===== config.mk =====
export PLATFORM = sky130hd
export DESIGN_NAME = branch_sequencer
export DESIGN_NICKNAME = d
export VERILOG_FILES = /design/src/rtl/branch_sequencer.sv
export SDC_FILE = /design/constraint.sdc
export NUM_CORES = 1
export LEC_CHECK = 0
export ABC_AREA = 0
export CAP_MARGIN = 20
export CORE_MARGIN = 10
export CORE_UTILIZATION = 51
export DETAILED_ROUTE_END_ITERATION = 8
export PLACE_DENSITY = 0.95
export SYNTH_ARGS = -nofsm -noshare
export SYNTH_HDL_FRONTEND = slang
export SYNTH_SLANG_ARGS = --single-unit

===== constraint.sdc =====
create_clock -name clk -period 6 [get_ports clk]
set_clock_uncertainty 0.05 [all_clocks]
set_input_delay 0.6 -clock clk [delete_from_list [all_inputs] [get_ports clk]]
set_output_delay 0.6 -clock clk [all_outputs]
set_load 0.005 [all_outputs]

===== src/rtl/branch_sequencer.sv =====
`default_nettype none
// ============================================================================
// Module      : branch_sequencer
// Description : Multi-cycle PC / branch controller. Owns the program counter
//               and the Z/N/C/V flag register, sequences FETCH -> EXEC against
//               instruction memory and redirects the PC on taken jumps.
// Revision    : 1.0 - initial release
// ============================================================================
module branch_sequencer #(
  parameter int              PC_W     = 8,
  parameter logic [PC_W-1:0] RESET_PC = '0
) (
  input  logic            clk,
  input  logic            rst_n,
  input  logic            instr_valid,
  input  logic            dec_jump,
  input  logic            dec_halt,
  input  logic [3:0]      jump_cond,
  input  logic [PC_W-1:0] jump_target,
  input  logic            stall,
  input  logic            alu_flags_we,
  input  logic            alu_z,
  input  logic            alu_n,
  input  logic            alu_c,
  input  logic            alu_v,
  output logic [PC_W-1:0] pc,
  output logic            fetch_req,
  output logic            exec_en,
  output logic            jump_taken,
  output logic [3:0]      flags_q,
  output logic            halted
);

  typedef enum logic [1:0] {
    IDLE  = 2'd0,
    FETCH = 2'd1,
    EXEC  = 2'd2,
    HALT  = 2'd3
  } state_t;

  state_t          state;
  state_t          state_nxt;
  logic [PC_W-1:0] pc_nxt;
  logic            jump_nxt;
  logic            latch_en;
  logic            cond_true;

  // Instruction fields captured at the end of FETCH
  logic            lat_jump;
  logic            lat_halt;
  logic [3:0]      lat_cond;
  logic [PC_W-1:0] lat_target;

  // Flag aliases for readability of the condition table
  logic fz, fn, fc, fv;
  assign {fz, fn, fc, fv} = flags_q;

  // Condition evaluation on the registered flags; unused codes never take
  always_comb begin
    cond_true = 1'b0;
    case (lat_cond)
      4'b0000: cond_true = 1'b1;
      4'b0001: cond_true = fz;
      4'b0010: cond_true = ~fz;
      4'b0011: cond_true = ~fz & ~fn;
      4'b0100: cond_true = fn;
      4'b0101: cond_true = ~fn;
      4'b0110: cond_true = fz | fn;
      4'b0111: cond_true = fc;
      4'b1000: cond_true = fv;
      default: cond_true = 1'b0;
    endcase
  end

  // Next-state, next-PC and strobe decode
  always_comb begin
    state_nxt = state;
    pc_nxt    = pc;
    jump_nxt  = 1'b0;
    latch_en  = 1'b0;
    fetch_req = 1'b0;
    exec_en   = 1'b0;
    halted    = 1'b0;
    case (state)
      IDLE: state_nxt = FETCH;
      FETCH: begin
        fetch_req = 1'b1;
        if (instr_valid && !stall) begin
          latch_en  = 1'b1;
          state_nxt = EXEC;
        end
      end
      EXEC: begin
        if (!stall) begin
          exec_en   = 1'b1;
          state_nxt = FETCH;
          if (lat_halt) begin
            state_nxt = HALT;
          end else if (lat_jump && cond_true) begin
            pc_nxt   = lat_target;
            jump_nxt = 1'b1;
          end else begin
            pc_nxt = pc + PC_W'(1);
          end
        end
      end
      HALT: halted = 1'b1;
      default: state_nxt = IDLE;
    endcase
  end

  // Sequencer state, PC, jump pulse and latched instruction fields
  always_ff @(posedge clk or negedge rst_n) begin
    if (!rst_n) begin
      state      <= IDLE;
      pc         <= RESET_PC;
      jump_taken <= 1'b0;
      lat_jump   <= 1'b0;
      lat_halt   <= 1'b0;
      lat_cond   <= 4'd0;
      lat_target <= '0;
    end else begin
      state      <= state_nxt;
      pc         <= pc_nxt;
      jump_taken <= jump_nxt;
      if (latch_en) begin
        lat_jump   <= dec_jump;
        lat_halt   <= dec_halt;
        lat_cond   <= jump_cond;
        lat_target <= jump_target;
      end
    end
  end

  // Flag register: written in any state, independent of stall
  always_ff @(posedge clk or negedge rst_n) begin
    if (!rst_n) begin
      flags_q <= 4'd0;
    end else if (alu_flags_we) begin
      flags_q <= {alu_z, alu_n, alu_c, alu_v};
    end
  end

endmodule
`default_nettype wire


== After elaboration in Yosys (flattened, before gate mapping) ==
Cells that the tools add are included.

* Output and inout port bits: 16
* Input bits: 23
* Word-level logic and storage cells: 52
* Bits in registers: 29

* Muxes and demuxes: 16
* Eq/ne operators: 13
* Reduce and logical (&&, ||, !) cells: 8
* Bitwise gates (word level): 6
* $add $sub $neg: 1

{| class="wikitable"
|+ Operators by type and width
! cell !! count
|-
| $eq 4x3->1 const B || 4
|-
| $mux 1 || 10
|-
| $pmux 1 s9 || 1
|-
| $add 8x1->8 const B || 1
|-
| $eq 4x2->1 const B || 2
|-
| $mux 8 || 1
|-
| $mux 2 || 3
|-
| $pmux 2 s3 || 1
|-
| $reduce_and 3->1 || 2
|-
| $eq 2x2->1 const B || 2
|-
| $eq 4x1->1 const B || 1
|-
| $eq 4x4->1 const B || 1
|-
| $logic_not 4->1 || 1
|-
| $ne 2x2->1 const B || 2
|-
| $not 1->1 || 4
|-
| $reduce_bool 3->1 || 1
|-
| $eq 2x1->1 const B || 1
|-
| $logic_and 1x1->1 || 2
|-
| $logic_not 2->1 || 1
|-
| $and 1x1->1 || 1
|-
| $logic_not 1->1 || 1
|-
| $or 1x1->1 || 1
|}

== Longest topological paths before layout ==
* Word-level depth: 8
* Gate-level depth with buffers: 8
* Mapped depth without buffers: 7

== Least setup slack after synthesis ==
OpenSTA, ideal clock, no wires.

* Path kind: register to register
* Start point: register state[0]
* End point: register pc[4]
* Path buffers: 2
* Path slack: 3.779 ns
* Library setup time: 0.125 ns
* Clock period less this slack: 2.221 ns
* Data required time: 5.825 ns
* Arrival: 2.045 ns
* Stages on the path, launching flop included: 8
* Path through: dfrtp_1 inv_1 ha_1 or3b_2 buf_6 or3_1 buf_2 mux2_4

* Longest elaborated chain between the ends: 2

{| class="wikitable"
|+ RTL lines
! item !! RTL line !! RTL
|-
| start: declaration || 41 || <nowiki>state_t state;</nowiki>
|-
| start signal: assignment || 123 || <nowiki>state <= state_nxt;</nowiki>
|-
| $eq 2x2->1 || 84 || <nowiki>case (state)</nowiki>
|-
| $reduce_and 3->1 (no line) || -- ||
|-
| end signal: assignment || 124 || <nowiki>pc <= pc_nxt;</nowiki>
|-
| end: declaration || 26 || <nowiki>output logic [PC_W-1:0] pc,</nowiki>
|}

Every way passes these cells.
A chain may end at the register's enable or synchronous reset.

== Worst setup path in the final report ==
* Start point: register state[0]
* End point: output port exec_en

* Longest elaborated chain between the ends: 2

{| class="wikitable"
|+ RTL lines
! item !! RTL line !! RTL
|-
| $eq 2x2->1 || 84 ||
|-
| $mux 1 || 84 ||
|-
| end: declaration || 28 || <nowiki>output logic exec_en,</nowiki>
|}

Every way passes these cells.

==> key figures <==
Detailed routing
  • Via count: 1130
  • DR vias/cell: 5.65
  • Wire per inst: 18.1 µm
  • DRC viols: 0
  • Routed wire length: 3630 µm
  • First DRT Iteration DRCs: 97
  • DRT antenna net count: 0
  • Drt pass-1 iters: 4

Timing
  • RSZ-0062 raised after global routing: no
  • Setup TNS: 0 ns
  • WHS: 0.474 ns
  • Worst slew pin tran: 0.643 ns
  • Final setup vio count: 0
  • Fin. max-slew vios: 0
  • Final worst-path cycle share: 40.0%
  • Final Hold Vio Count: 0
  • Post-route setup slack: 3.60 ns
  • Fmax: 417 MHz
  • Post-layout min period: 2.40 ns
  • Slew Limit Headroom: 57.0%

Power
  • Cell internal pwr: 501 µW
  • Combinational fraction of design power: 37.6%
  • LEAKAGE: 0.846 nW
  • Clk network pwr share: 18.2%
  • Share of power burned in registers: 44.2%
  • P_sw: 260 µW
  • Switching Fraction: 34.1%
  • Worst vdd ir: 286 µV
  • PwrDens: 395 mW/mm²

CTS
  • CTS H-tree depth: 2
  • Num CTS Buffers: 5
  • Clock latency on the worst-skew pair: 0.34 ns
  • Reg clk slew, reported paths: 0.09 ns
  • CTS tree: done
  • Post-CTS resize count: 0
  • Post-CTS setup buffer count: 0
  • Root Driver: clkbuf_4
  • Clock Tree Buf Depth: 2
  • # hold bufs at CTS: 0
  • Clock sink total: 29

Logic synthesis
  • Top-count cell post-synth: dfrtp_1
  • Number of flops mapped to enable cells by yosys: 0
  • Cell area after synthesis: 0.00145 mm²
  • Synth area leader: dfrtp_1
  • Synth Flop Type: dfrtp_1
  • Flops & latches, synth: 29
  • Synth top area share: 50.1%
  • Async set-reset flop share out of synthesis: 100%
  • Commonest cells post-synth: 29 x dfrtp_1, 17 x mux2_2, 13 x nand2_1, 8 x inv_1
  • Post-synth net total: 154
  • Mapped Cells: 125
  • Sequential area share after synthesis: 50.1%
  • Synth area leaders: dfrtp_1 50%, mux2_2 13%, ha_1 5.2%, mux2_4 4.1%, nand2_1 3.4%
  • Synth cell types: 31
  • Yosys Warn Count: 0
  • Avg Inst Size Synth: 11.6 µm²

Finish
  • Area Overhead vs Synth: 32.9%
  • Nets@finish: 197
  • Final core occ: 70.4%
  • FILL cells: 199
  • Post-layout instance area: 0.00192 mm²
  • ANT cells: 0
  • Share of layout cells above drive strength 1: 19.5%

Setup path
  • Critical path depth: 4
  • Worst-path fanout max: 6
  • CP Class: register to output port
  • Startpoint types: register
  • CP Cell Sequence: inv_1 > ha_1 > nor2b_1 > clkdlybuf4s50_1
  • CP peak stage delay: 0.52 ns
  • CP Data Required Time: 5.35 ns
  • Critical path arrival: 1.75 ns
  • Worst path slowest cell: clkdlybuf4s50_1
  • Crit path max-delay family: buffers and inverters
  • Buf/Inv on CP: 2
  • Register-to-Register Path Depth: 7
  • CP Capture Type: output port

Placed design
  • Port Buffers: 38
  • DP Area: 0.00185 mm²
  • Placed wire-length estimate: 2700 µm
  • Setup slack at placement: 3.33 ns
  • Gp weighted congestion: 0.747

Flow run
  • MaxCap Viol Count: 0

Run status
  • Status: finished clean

GRT
  • Largest net degree at the start of global routing: 30
  • GR Util All Layers: 14.2%
  • GRT overflow: 0
  • Initial antenna violation count: 0
  • Global-route wire length before repair: 5940 µm
  • Number of global-route vias before repair: 1223

Die
  • Boundary pin count: 39
  • Core Footprint: 0.00273 mm²
  • Initial Utilization: 53.0%
  • Die X: 73.3 µm
  • Die height: 73.3 µm
  • Row cnt: 19
  • Total die area: 0.00537 mm²

Min path
  • Min-Delay Path Class: register to register
  • Worst hold path depth: 1
==> layer usage <==
layer	vias to the layer above	routed length, µm	global-route usage [%]	part of all wire, %
met5	-	0	0	0
met4	0	120	6.96	3.3
met3	18	478	6.59	13
met2	65	1770	23.6	49
met1	532	1250	14.8	35
li1	515	-	-	-
==> registers in the layout (all words and copies together) (netlist names) <==
signal	count
lat_target	8
lat_cond	4
flags_q	4
lat_jump	1
lat_halt	1
jump_taken	1
pc	8
state	2
==> final cells by class <==
class	instances	area [µm²]	share of cell area, %
clock buffer	7	65.1	3.38
clock inverter	1	5.00	0.260
inverter	8	30.0	1.56
multi-input combinational	85	672	34.9
sequential	29	726	37.7
tap	31	38.8	2.02
timing repair buffer	39	388	20.2
==> power groups by stage <==
stage               combinational (mW)  clock, mW  sequential [mW]
CTS                              0.286      0.139            0.336
finish                           0.286      0.138            0.336
global route                     0.316      0.149            0.346
floorplan                        0.178          0            0.318
global placement                 0.264          0            0.328
detailed placement               0.281          0            0.340
==> cell usage in the layout, fill, tap and decap left out, types with 2 or more instances in the layout <==
cell type	synthesis	layout
a21oi_1	3	3
clkbuf_4	0	5
clkbuf_8	0	2
clkdlybuf4s50_1	0	38
dfrtp_1	29	29
ha_1	6	6
inv_1	8	8
mux2_2	17	17
mux2_4	4	4
nand2_1	13	13
nand3_1	3	3
nor2_1	5	5
nor2b_1	6	6
nor3_1	2	2
nor3b_1	2	2
o211ai_1	4	4
o21ai_0	3	3
o22ai_1	2	2
xnor2_1	3	3
==> worst paths after layout <==
path | from | to | slack (ns)
max | state[0] | exec_en | 3.60
min | lat_target[7] | pc[7] | 0.47
max reg2reg | state[0] | pc[7] | 3.65
min reg2reg | lat_target[7] | pc[7] | 0.47
max in group asynchronous | rst_n | lat_target[5] | 5.05
min in group asynchronous | rst_n | lat_halt | 0.59
==> through the flow <==
stage / std cells / total power, mW
global route: 200 / 0.811
finish: 200 / 0.760
detailed placement: 192 / 0.622
CTS: 200 / 0.760
floorplan: 125 / 0.496
global placement: 192 / 0.592
==> cells by family (layout without fill, tap and decap cells) <==
kind of cell	after synthesis	in the layout	share of synthesized area, %
flops	29	29	50.1
compound gates	17	17	7.87
mux	22	22	18.2
xor+xnor	4	4	2.42
simple gates	36	36	12.8
buf+inv	11	55	3.46
fa+ha+maj	6	6	5.19
No activity file was read; power rests on OpenSTA's default activity.
